**config.mk**
```make
export PLATFORM = sky130hd
export DESIGN_NAME = bypass_unit
export DESIGN_NICKNAME = d
export VERILOG_FILES = /design/src/rtl/bypass_unit.sv
export SDC_FILE = /design/constraint.sdc
export NUM_CORES = 1
export LEC_CHECK = 0
export BUFFER_PORTS_ARGS = -buffer_cell sky130_fd_sc_hd__buf_2
export CAP_MARGIN = 10
export CORE_MARGIN = 3
export CORE_UTILIZATION = 35
export DETAILED_ROUTE_END_ITERATION = 6
export PLACE_DENSITY = 0.62
export SYNTH_ARGS = -nofsm -noshare
export SYNTH_HDL_FRONTEND = slang
export SYNTH_SLANG_ARGS = --single-unit
```
**constraint.sdc**
```tcl
create_clock -name clk -period 11.3 [get_ports clk]
set_input_delay 1.695 -clock clk [delete_from_list [all_inputs] [get_ports clk]]
set_output_delay 1.695 -clock clk [all_outputs]
set_load 0.05 [all_outputs]
```
**src/rtl/bypass_unit.sv**
```systemverilog
// Operand bypass datapath: keeps a short history of retiring EX writes and forwards matching
// results to the ALU operands. Define BYPASS_STATS_EN to enable the forwarded-operand counter.
module bypass_unit #(
  parameter int unsigned DATA_W   = 32,
  parameter int unsigned REG_SIZE = 5,
  parameter int unsigned DEPTH    = 3
) (
  input  logic                clk,
  input  logic                rst,
  input  logic                p_enable,
  input  logic                b_enable,
  input  logic [REG_SIZE-1:0] r_b,
  input  logic [REG_SIZE-1:0] r_j,
  input  logic [REG_SIZE-1:0] r_k,
  input  logic [DATA_W-1:0]   rf_j_data,
  input  logic [DATA_W-1:0]   rf_k_data,
  input  logic                wr_valid,
  input  logic [REG_SIZE-1:0] wr_reg,
  input  logic [DATA_W-1:0]   wr_data,
  output logic [DATA_W-1:0]   op_j,
  output logic [DATA_W-1:0]   op_k,
  output logic                fwd_j,
  output logic                fwd_k,
  output logic                fwd_err,
  output logic [15:0]         fwd_count
);

  logic [DEPTH-1:0]    hist_valid_q;
  logic [REG_SIZE-1:0] hist_reg_q  [DEPTH];
  logic [DATA_W-1:0]   hist_data_q [DEPTH];

  logic                hit_j, hit_k, hit_b;
  logic [DATA_W-1:0]   hit_j_data, hit_k_data;
  logic                match_j, match_k, err_d;
  logic [DATA_W-1:0]   op_j_d, op_k_d;

  // Scan oldest to newest so the newest matching entry overrides older ones.
  always_comb begin
    hit_j      = 1'b0;
    hit_k      = 1'b0;
    hit_b      = 1'b0;
    hit_j_data = '0;
    hit_k_data = '0;
    for (int i = int'(DEPTH) - 1; i >= 0; i--) begin
      if (hist_valid_q[i] && hist_reg_q[i] == r_j) begin
        hit_j      = 1'b1;
        hit_j_data = hist_data_q[i];
      end
      if (hist_valid_q[i] && hist_reg_q[i] == r_k) begin
        hit_k      = 1'b1;
        hit_k_data = hist_data_q[i];
      end
      if (hist_valid_q[i] && hist_reg_q[i] == r_b) begin
        hit_b = 1'b1;
      end
    end
    match_j = b_enable && (r_j == r_b) && (r_j != '0) && hit_j;
    match_k = b_enable && (r_k == r_b) && (r_k != '0) && hit_k;
    err_d   = b_enable && (r_b != '0) && !hit_b;
    op_j_d  = match_j ? hit_j_data : rf_j_data;
    op_k_d  = match_k ? hit_k_data : rf_k_data;
  end

  always_ff @(posedge clk) begin
    if (rst) begin
      hist_valid_q <= '0;
      for (int i = 0; i < int'(DEPTH); i++) begin
        hist_reg_q[i]  <= '0;
        hist_data_q[i] <= '0;
      end
      op_j    <= '0;
      op_k    <= '0;
      fwd_j   <= 1'b0;
      fwd_k   <= 1'b0;
      fwd_err <= 1'b0;
    end else begin
      fwd_err <= 1'b0;
      if (p_enable) begin
        for (int i = int'(DEPTH) - 1; i > 0; i--) begin
          hist_valid_q[i] <= hist_valid_q[i-1];
          hist_reg_q[i]   <= hist_reg_q[i-1];
          hist_data_q[i]  <= hist_data_q[i-1];
        end
        // Writes to register 0 are recorded invalid so they can never match.
        hist_valid_q[0] <= wr_valid && (wr_reg != '0);
        hist_reg_q[0]   <= wr_reg;
        hist_data_q[0]  <= wr_data;
        op_j            <= op_j_d;
        op_k            <= op_k_d;
        fwd_j           <= match_j;
        fwd_k           <= match_k;
        fwd_err         <= err_d;
      end
    end
  end

`ifdef BYPASS_STATS_EN
  logic [15:0] count_q;
  logic [16:0] count_sum;

  always_comb begin
    count_sum = {1'b0, count_q} + {15'd0, match_j} + {15'd0, match_k};
  end

  always_ff @(posedge clk) begin
    if (rst) begin
      count_q <= '0;
    end else if (p_enable) begin
      count_q <= count_sum[16] ? 16'hFFFF : count_sum[15:0];
    end
  end

  assign fwd_count = count_q;
`else
  assign fwd_count = 16'd0;
`endif

endmodule

```
==> results.py <==
metrics = {
    "setup_path": {
        "slowest_delay_ns": 0.80,
        "r2r_cells": 7,
        "worstReg2RegStart": "hist_reg_q[0][7]",
        "worstPathRequired_ns": 11.67,
        "crit_arrival_ns": 4.73,
        "critical_path.endpoint": "op_j[31]",
        "crit_start": "r_j[2]",
        "cp_cell_sequence": "buf_2, xor2_1, nor4_2, and3_2, o311ai_2, nor3b_4, buf_4, a221o_1",
        "crit_path_max_fanout": 33,
        "r2r_slack_ns": 7.78,
        "startpoint_type": "input pin",
        "crit_slowest_cell": "and3_2",
        "reg2reg_to": "op_j[31]",
        "setup.worst_path.end_class": "flip-flop",
        "cp_top_family": "simple AND/OR/NAND/NOR gates",
        "worst-setup-path-type": "input pin to flip-flop",
        "crit_buf_inv": 2,
        "path_depth": 8,
    },
    "floorplanning": {
        "core_region_area_um2": 24700,
        "initial_core_util": 0.360,
        "die_y_um": 165,
        "dieArea_um2": 27400,
        "ioPinCount": 204,
        "rows": 57,
        "die_w_um": 165,
    },
    "logic_synthesis": {
        "synthAdderAreaFrac": 0,
        "ys_ff_latch": 181,
        "synth_top_family_by_area": "compound AO/OA/AOI/OAI gates",
        "yosysWarnings": 0,
        "syn_area_per_cell_um2": 10.8,
        "synthXorXnorAreaFrac": 0.0522,
        "synthesis.area_um2": 8890,
        "synth_cells": 820,
        "ys.flop_type": "edfxtp_1",
        "synth.area.mux_share": 0.00338,
        "synthArstFlopShare": 0,
        "synth-compound-area-share": 0.188,
        "synthTopCellsByArea": "edfxtp_1, dfxtp_1, and2_1",
        "synth_edf_count": 111,
        "synth_top_area_share": 0.375,
        "ys_types": 46,
        "synth_top_cell_by_area": "edfxtp_1",
        "seq_area_frac_synth": 0.532,
        "synthSimpleGateAreaFrac": 0.169,
    },
    "cts": {
        "cts.reportedPaths.clkPinSlew_ns": 0.07,
        "cts_root_buffer": "clkbuf_16",
        "cts.path.max_buffers": 2,
        "cts_sinks": 181,
        "cts_buffers": 17,
        "clock_latency_ns": 0.44,
        "cts_max_level": 4,
        "cts_tree": "done",
        "cts_resized": 0,
        "postCtsSetupBuffers": 0,
        "cts_hold_buf": 0,
    },
    "run_status": {
        "status": "finished clean",
    },
    "global_route": {
        "grt_pass1_wl_um": 37500,
        "grtUsageTotal": 0.178,
        "grt_util_met1": 0.246,
        "met2_usage": 0.285,
        "globalRouteMet3Util": 0.0354,
        "grt-ovfl-total": 0,
        "antenna_found_initial": 0,
        "grt_pass1_vias": 6768,
        "top_usage_layer": "met2",
        "grt_max_degree": 103,
    },
    "power_and_ir_drop": {
        "power_frac_comb": 0.119,
        "peakVddDrop_mv": 0.0808,
        "switchingPower_mw": 0.428,
        "switching_share": 0.270,
        "p_int_mw": 1.16,
        "sequentialPowerShare": 0.491,
        "pwr-share-clk": 0.390,
        "power_per_cell_area_nw_per_um2": 150,
        "power_leakage_nw": 4.23,
        "finalPower_mw": 1.59,
    },
    "sta": {
        "maxSlewHeadroom": 0.268,
        "clock.fmax_ghz": 0.230,
        "slew_violations": 0,
        "max_slew.worst_pin.slew_ns": 1.10,
        "fin_skew_ns": 0.0129,
        "fin_tns_setup_ns": 0,
        "layout_setup_ws_ns": 6.94,
        "setup_viol": 0,
        "fin_crit_ns": 4.36,
        "hold_viol": 0,
        "holdWs_ns": 0.447,
        "rsz0062_at_grt": "false",
        "period_share": 0.385,
    },
    "hold_path": {
        "min_path_type": "flip-flop to flip-flop",
        "min_path_cells": 1,
    },
    "drt": {
        "drc": 0,
        "vias": 6864,
        "ant_nets": 0,
        "dr.pass1.iters": 5,
        "drtIter0Drc": 485,
        "wl_um": 24400,
        "viasPerCell": 5.32,
        "wl_per_cell_um": 18.9,
    },
    "placement": {
        "pre_cts_ws_ns": 6.49,
        "hpwl_um": 15500,
        "gp_congestion": 0.865,
        "io_buffer_count": 187,
        "placed_cells": 1259,
        "post_dp_cell_area_um2": 9940,
    },
    "layout": {
        "fin_util": 0.427,
        "fill_cells": 2421,
        "syn_to_final_growth_pct": 18.6,
        "drive_above_1_share": 0.252,
        "final_cell_area_um2": 10500,
        "stdcell_count": 1291,
        "diodes": 0,
        "layout.nets": 1075,
    },
    "flow_run": {
        "drv_cap": 0,
    },
}
[kinds of logic (layout without fill, tap and decap cells)]
kind of cell / after synthesis / in the layout
AO/OA/AOI/OAI: 206 / 206
XOR/XNOR: 53 / 53
buffers and inverters: 96 / 228
flip-flops: 181 / 181
multiplexers: 3 / 3
other: 1 / 16
AND/OR/NAND/NOR: 280 / 280
[routing by layer]
metal / up-vias / routed length (um)
met5: - / 0
met3: 24 / 1500
met2: 229 / 11400
li1: 3280 / -
met1: 3331 / 11200
met4: 0 / 296
[area by class of cell]
type / count / area [um^2] / share of cell area
Multi-Input combinational cell: 558 / 3800 / 0.360
Timing Repair Buffer: 194 / 988 / 0.0938
Clock buffer: 18 / 429 / 0.0407
Tap cell: 324 / 405 / 0.0385
Sequential cell: 181 / 4730 / 0.449
Clock inverter: 14 / 176 / 0.0167
Inverter: 2 / 10.0 / 0.000949
[how the worst min path moves through the flow]
stage,from,to,slack (ns)
3_5_place_dp,fwd_j,fwd_j,0.44
6_report,fwd_j,fwd_j,0.45
5_1_grt,fwd_j,fwd_j,0.48
3_3_place_gp,fwd_j,fwd_j,0.43
4_1_cts,fwd_j,fwd_j,0.45
2_1_floorplan,hist_valid_q[0],hist_valid_q[0],0.48
[layout by cell type, fill, tap and decap left out, drive strengths merged, types with 3 or more instances in the layout]
cell type,synthesis,routed
conb,1,16
nand2,69,69
edfxtp,111,111
buf,40,194
nand4,3,3
and3,4,4
clkinv,0,4
o21ai,35,35
a311oi,32,32
and2,144,144
a22oi,32,32
nor4,8,8
clkbuf,54,18
inv,2,7
xnor2,23,23
bufinv,0,3
o211ai,32,32
nor2,38,38
or2,3,3
mux2i,3,3
dfxtp,70,70
a221o,62,62
xor2,30,30
[cells in the mapped netlist (6+ instances only)]
master / n
dfxtp_1: 70
o21ai_0: 35
nor2_1: 38
a221o_1: 62
nor4_1: 6
edfxtp_1: 111
a311oi_1: 32
nand2_1: 69
buf_2: 17
xor2_1: 30
buf_4: 17
xnor2_1: 23
clkbuf_1: 54
and2_1: 144
o211ai_1: 32
a22oi_1: 32
[registers in the layout (all words and copies together) (netlist names)]
register,flops
fwd_j,1
fwd_k,1
op_j,32
fwd_err,1
hist_reg_q,15
hist_data_q,96
hist_valid_q,3
op_k,32
[power groups by stage]
stage / Clock [mW] / Sequential [mW] / Combinational (mW)
floorplan: 0 / 0.836 / 0.0879
global placement: 0 / 0.792 / 0.187
detailed placement: 0 / 0.792 / 0.190
CTS: 0.632 / 0.779 / 0.190
global route: 0.658 / 0.785 / 0.204
finish: 0.619 / 0.779 / 0.188
Note: power is estimated with default switching activity, not from simulation.
